$ cat src/rtl/cpu_vec_pkg.sv
// cpu_vec_pkg: shared vector-path widths and vector sequencer state encoding
package cpu_vec_pkg;
    localparam int LANE_W = 16;
    localparam int VEC_W = 128;
    localparam int BEATS_DEFAULT = 8;
    typedef enum logic [2:0] {IDLE, LOAD, LOAD_DRAIN, STORE, DONE} vseq_state_t;
endpackage

$ cat src/rtl/vector_memory_sequencer.sv
// vector_memory_sequencer: splits 128-bit vector loads/stores into 16-bit beats on the data memory port
module vector_memory_sequencer
    import cpu_vec_pkg::*;
#(
    parameter int BEATS = BEATS_DEFAULT
) (
    input  logic              clk,
    input  logic              reset,
    input  logic              start_load,
    input  logic              start_store,
    input  logic              flush,
    input  logic [LANE_W-1:0] base_addr,
    input  logic [VEC_W-1:0]  store_vector,
    input  logic [LANE_W-1:0] mem_rdata,
    output logic [LANE_W-1:0] mem_addr,
    output logic              mem_we,
    output logic [LANE_W-1:0] mem_wdata,
    output logic              stall,
    output logic              busy,
    output logic              done,
    output logic [VEC_W-1:0]  vector_out,
    output logic              err
);
    localparam int CNT_W = (BEATS > 1) ? $clog2(BEATS) : 1;
    localparam logic [CNT_W-1:0] LAST = CNT_W'(BEATS - 1);

    vseq_state_t       state;
    logic [CNT_W-1:0]  cnt;
    logic [CNT_W-1:0]  cap_idx;
    logic              cap_vld;
    logic [LANE_W-1:0] base_q;
    logic [VEC_W-1:0]  vec_q;
    logic              ready;
    logic              accept;
    logic              xfer;

    assign ready     = state == IDLE || state == DONE;
    assign accept    = ready && (start_load || start_store) && !flush;
    assign busy      = !ready;
    assign xfer      = state == LOAD || state == STORE;
    // the request term is combinational, so it must not leak out while reset is held
    assign stall     = (accept && reset) || busy;
    assign done      = state == DONE;
    assign mem_addr  = xfer ? base_q + LANE_W'(cnt) : '0;
    assign mem_we    = state == STORE && !flush;
    assign mem_wdata = state == STORE ? vec_q[cnt*LANE_W +: LANE_W] : '0;

    always_ff @(posedge clk or negedge reset) begin
        if (!reset) begin
            state      <= IDLE;
            cnt        <= '0;
            cap_idx    <= '0;
            cap_vld    <= 1'b0;
            base_q     <= '0;
            vec_q      <= '0;
            vector_out <= '0;
            err        <= 1'b0;
        end else begin
            err     <= accept && start_load && start_store;
            // read data lags the issued address by one cycle, so the lane index is delayed to match
            cap_vld <= state == LOAD && !flush;
            cap_idx <= cnt;
            if (cap_vld)
                vector_out[cap_idx*LANE_W +: LANE_W] <= mem_rdata;
            if (flush) begin
                state <= IDLE;
            end else if (accept) begin
                state  <= start_load ? LOAD : STORE;
                cnt    <= '0;
                base_q <= base_addr;
                vec_q  <= store_vector;
            end else begin
                case (state)
                    LOAD: begin
                        cnt   <= cnt + 1'b1;
                        state <= cnt == LAST ? LOAD_DRAIN : LOAD;
                    end
                    LOAD_DRAIN: state <= DONE;
                    STORE: begin
                        cnt   <= cnt + 1'b1;
                        state <= cnt == LAST ? DONE : STORE;
                    end
                    default: state <= IDLE;
                endcase
            end
        end
    end
endmodule

$ cat config.mk
export PLATFORM = sky130hd
export DESIGN_NAME = vector_memory_sequencer
export DESIGN_NICKNAME = d
export VERILOG_FILES = /design/src/rtl/cpu_vec_pkg.sv /design/src/rtl/vector_memory_sequencer.sv
export SDC_FILE = /design/constraint.sdc
export NUM_CORES = 1
export LEC_CHECK = 0
export ABC_CLOCK_PERIOD_IN_PS = 5200
export CORE_MARGIN = 2
export CORE_UTILIZATION = 27
export DETAILED_ROUTE_END_ITERATION = 12
export PLACE_DENSITY = 0.5
export REMOVE_ABC_BUFFERS = 1
export SLEW_MARGIN = 20
export SYNTH_ARGS = -nofsm -noshare
export SYNTH_HDL_FRONTEND = slang
export SYNTH_SLANG_ARGS = --single-unit
$ cat constraint.sdc
create_clock -name clk -period 5.2 [get_ports clk]
set_input_delay 1.04 -clock clk [delete_from_list [all_inputs] [get_ports clk]]
set_output_delay 1.04 -clock clk [all_outputs]
set_load 0.05 [all_outputs]
Yosys cells after proc, flatten, opt, wreduce, memory -nomap -nowiden
Cells that the tools add are included.

Register bits: 283. Bits of input ports: 165. Output and inout bits: 165. Word-level logic and storage cells: 49.

Add/subtract/negate cells: 3. Equality and inequality tests: 5. Shifts and indexed selects: 3. Multiplexer cells: 11. Bitwise logic cells: 1. Reduce and logical (&&, ||, !) cells: 18.

Operator list (number): bitwise mux 128 bit (1); variable shift 16 x 34 -> 128 bit (first input constant) (1); indexed part select 128 x 8 -> 16 bit (1); indexed part select 16 x 34 -> 128 bit (1); negation 7 -> 34 bit (1); 2-to-1 mux 16 bit (2); adder 16 x 3 -> 16 bit (1); 2-to-1 mux 3 bit (5); case mux 3 bit (3 select lines) (1); logical AND 1 bit (7); equality test 3 x 2 -> 1 bit (second input constant) (2); equality test 3 bit (second input constant) (2); logical OR 1 bit (4); 2-to-1 mux 2 bit (2); AND reduction 2 bit (2); adder 3 x 1 -> 3 bit (second input constant) (1); equality test 3 x 1 -> 1 bit (second input constant) (1); logical NOT 3 bit (1); logical NOT 1 bit (2); nonzero test 2 bit (1); OR reduction 2 bit (1); NOT 1 bit (1).

Depth between registers and ports, before layout
Depth in word-level cells: 6. Mapped depth: 11. Depth with buffers taken out: 7.

Worst setup path after synthesis
No wires, ideal clock.

Path type: register -> output. Start point: register cnt[1]. End point: output mem_addr[12]. Arrival: 3.041 ns. Required time: 4.160 ns. Path slack: 1.119 ns. Stages on the path, launching flop included: 9. Buffers on the path: 2. Cell sequence: dfrtp_1 > clkbuf_1 > clkbuf_1 > inv_1 > fa_1 > nor2b_1 > o21ai_0 > or3_1 > a21oi_1.

Cells in the longest elaborated chain, start to end: 2.

RTL lines: start, declared (RTL line vector_memory_sequencer.sv:28) `logic [CNT_W-1:0] cnt;`; start signal, assigned (RTL line vector_memory_sequencer.sv:75) `cnt <= cnt + 1'b1;`; start signal, assigned (RTL line vector_memory_sequencer.sv:80) `cnt <= cnt + 1'b1;`; adder 16 x 3 -> 16 bit (RTL line vector_memory_sequencer.sv:44) `assign mem_addr = xfer ? base_q + LANE_W'(cnt) : '0;`; 2-to-1 mux 16 bit (RTL line vector_memory_sequencer.sv:44); end, declared (RTL line vector_memory_sequencer.sv:15) `output logic [LANE_W-1:0] mem_addr,`.

No other way between the ends.

Worst setup path after layout
Start point: register cnt[0]. End point: output mem_addr[14].

The elaborated chain is that of the path after synthesis.

==> results.yml <==
floorplanning:
  coreArea_mm2: 0.04519
  die_h_um: 217.7
  fp-row-count: 78
  ios: 330
  initial_core_util_pct: 27.28
  die_w_um: 217.7
  die_area_mm2: 0.04738
drt:
  detail-route-antenna-nets: 0
  num_vias: 8658
  detail_route.vias_per_cell: 4.495
  drc: 0
  wirelength_um: 36150
  drt-pass1-iter-count: 4
  wl_per_cell_um: 18.77
  dr.first_iter.drc_count: 472
setup_path:
  worstPathArrival_ns: 3.46
  path_cells: "ha_1 > inv_1 > fa_1 > nor2b_1 > o21ai_0 > or3_1 > a21oi_1 > clkdlybuf4s50_1"
  reg2reg_from: "cap_idx[0]"
  cp_num_buf_inv: 2
  crit_path_top_delay_cell: "clkdlybuf4s50_1"
  reg2reg_depth: 7
  critPathCaptureType: "output pin"
  r2r-end: "vector_out[32]"
  critPathMaxStageDelay_ns: 0.83
  startpoint_type: "flop"
  critPathTopFamily: "buffers and inverters"
  critPathCapture: "mem_addr[14]"
  crit_required_ns: 4.16
  crit_type: "flop to output pin"
  crit_cells: 8
  startpoint: "cnt[0]"
  cp_max_fo: 6
  ff2ff_setup_slack_ns: 1.82
synthesis:
  synth-main-ff-cell: "dfrtp_1"
  synth_top_area_share_pct: 57.45
  async_flop_share_pct: 100.0
  synth.area.top_cells: "dfrtp_1, mux2_2, mux4_2"
  ys_seq_area_share_pct: 57.45
  ys_seq_elements: 283
  yosysWarnings: 0
  syn_area_mm2: 0.01233
  synth.lib_cells_used.distinct: 42
  synthCells: 979
  yosys.area.top_type: "dfrtp_1"
  synth_area_per_cell_um2: 12.59
  synth_edf_count: 0
timing:
  finalCriticalPeriod_ns: 4.503
  timing.fmax_ghz: 0.2221
  finalSetupTns_ns: 0
  relSlewSlack_pct: 26.49
  final_critical_path_setup_slack_ns: 0.6967
  final.period_utilization_pct: 86.60
  worst_pin_slew_ns: 1.100
  rsz0062_at_grt: "no"
  drv_slew: 0
  finalSetupViolCount: 0
  skew_ns: 0.01473
  hold_viol_final: 0
clock_network:
  clk_pin_slew_ns: 0.06
  cts_root_buf: "clkbuf_16"
  clock_latency_ns: 0.54
  cts_sinks: 283
  cts-resized-gates: 0
  holdBufCountCts: 0
  clockBufferDepth: 3
  cts_tree: "done"
  htree_levels: 2
  cts_made_buffers: 35
  cts_setup_buffers: 0
power:
  leakagePower_nw: 7.189
  power.density_mw_per_mm2: 566.0
  ir_drop_v: 0.0002697
final_layout:
  stdcell_count: 1926
  layout_commonest_cell: "clkdlybuf4s50_1"
  syn_to_final_growth_pct: 40.62
  layout.nets: 1473
  fillers: 4448
  layout_common_cells: "clkdlybuf4s50_1, dfrtp_1, nand2_1, mux2_2, mux2_1"
  drive_gt1_share_pct: 16.79
global_routing:
  grt_pass1_vias: 9090
  grt_max_degree: 153
  grt_pass1_wl_um: 55860
  antenna_found_initial: 8
  overflow: 0
  gr-usage-all-layers_pct: 15.42
min_path:
  hp-class: "input pin to async pin"
place:
  placedCellCount: 1861
  dpl.hpwl_um: 25250
  pre_cts_slack_ns: 1.130
  io_buffer_count: 329
  gp_congestion: 0.7751
job:
  max_cap_violations: 0
run_status:
  status: "finished, final reports clean"
==> worst min-delay path by stage <==
stage	endpoint	depth (start not counted)
after CTS	base_q[14]	1
after detailed placement	vector_out[49]	2
after floorplan	state[2]	1
final	vec_q[96]	1
after global placement	vector_out[49]	2
after global routing	vec_q[112]	1
==> sequential cells by signal, indices dropped and copies added (netlist names) <==
register	flops
vec_q	128
vector_out	128
base_q	16
cap_idx	3
cnt	3
state	3
cap_vld	1
err	1
==> cells in the mapped netlist (all sizes together), types with 2 or more instances <==
cell type / instances
clkbuf: 35
nand2b: 4
nor2b: 5
nand3: 31
mux4: 32
o21a: 2
or4: 3
mux2i: 32
xnor2: 3
mux2: 176
a21o: 3
or2: 4
ha: 9
a21oi: 6
nand2: 163
o211ai: 3
xor2: 6
and3: 2
nor3: 10
o21ai: 58
o31ai: 4
buf: 24
or3: 5
nand4: 4
nor2: 36
inv: 26
and2: 3
dfrtp: 283
==> power by group <==
group          leakage, nW  switching [mW]  internal [mW]
sequential            3.23           0.400           2.89
combinational         3.42            2.51           1.64
clock                0.548           0.954           1.41
total                 7.19            3.86           5.95
==> worst reg2reg max path, cell delays in order (launching register included) <==
cell and delay (ns):
dfrtp_1 0.81, inv_1 0.13, ha_1 0.25, ha_1 0.47, nand3b_1 0.21, nor3_1 0.18
nand2_1 0.67, mux2_2 0.54
==> layout make-up <==
| type | instances | area [µm²] | area share (%) |
|---|---|---|---|
| clock inverter | 7 | 37.54 | 0.2165 |
| antenna | 4 | 10.01 | 0.05775 |
| multi-input combinational | 611 | 4875 | 28.12 |
| clock buffer | 54 | 1070 | 6.172 |
| sequential | 283 | 7086 | 40.88 |
| inverter | 26 | 97.59 | 0.5630 |
| timing repair buffer | 341 | 3408 | 19.66 |
| tap | 600 | 750.7 | 4.331 |
==> routing by layer <==
metal  track usage [%]  share of wire (%)  vias up
met3             6.304                9.8       52
met1             19.59                 43     4287
met5                 0               0.18        -
met2             24.13                 45      269
li1                  -                  -     4040
met4             4.338                1.7       10
==> kinds of logic after synthesis <==
| family | after synthesis | share of synthesized area, % |
|---|---|---|
| AND/OR/NAND/NOR | 274 | 9.714 |
| flip-flops | 283 | 57.45 |
| multiplexers | 240 | 24.52 |
| buffers and inverters | 85 | 3.147 |
| AO/OA/AOI/OAI | 78 | 3.451 |
| adder cells (fa/ha/maj) | 10 | 1.076 |
| XOR/XNOR | 9 | 0.6395 |
==> stage by stage <==
stage / utilization [%] / hold slack, ns / total power, mW / area (µm²)
2_1_floorplan: - / 0.4456 / 6.016 / 12040
3_3_place_gp: 35.84 / 0.4495 / 7.497 / 16200
3_5_place_dp: 35.88 / 0.4556 / 7.544 / 16210
4_1_cts: 38.33 / 0.4087 / 9.966 / 17320
5_1_grt: 38.34 / 0.4366 / 10.39 / 17320
6_report: 38.36 / 0.4234 / 9.810 / 17330
Power figures use the tool's default switching activity.
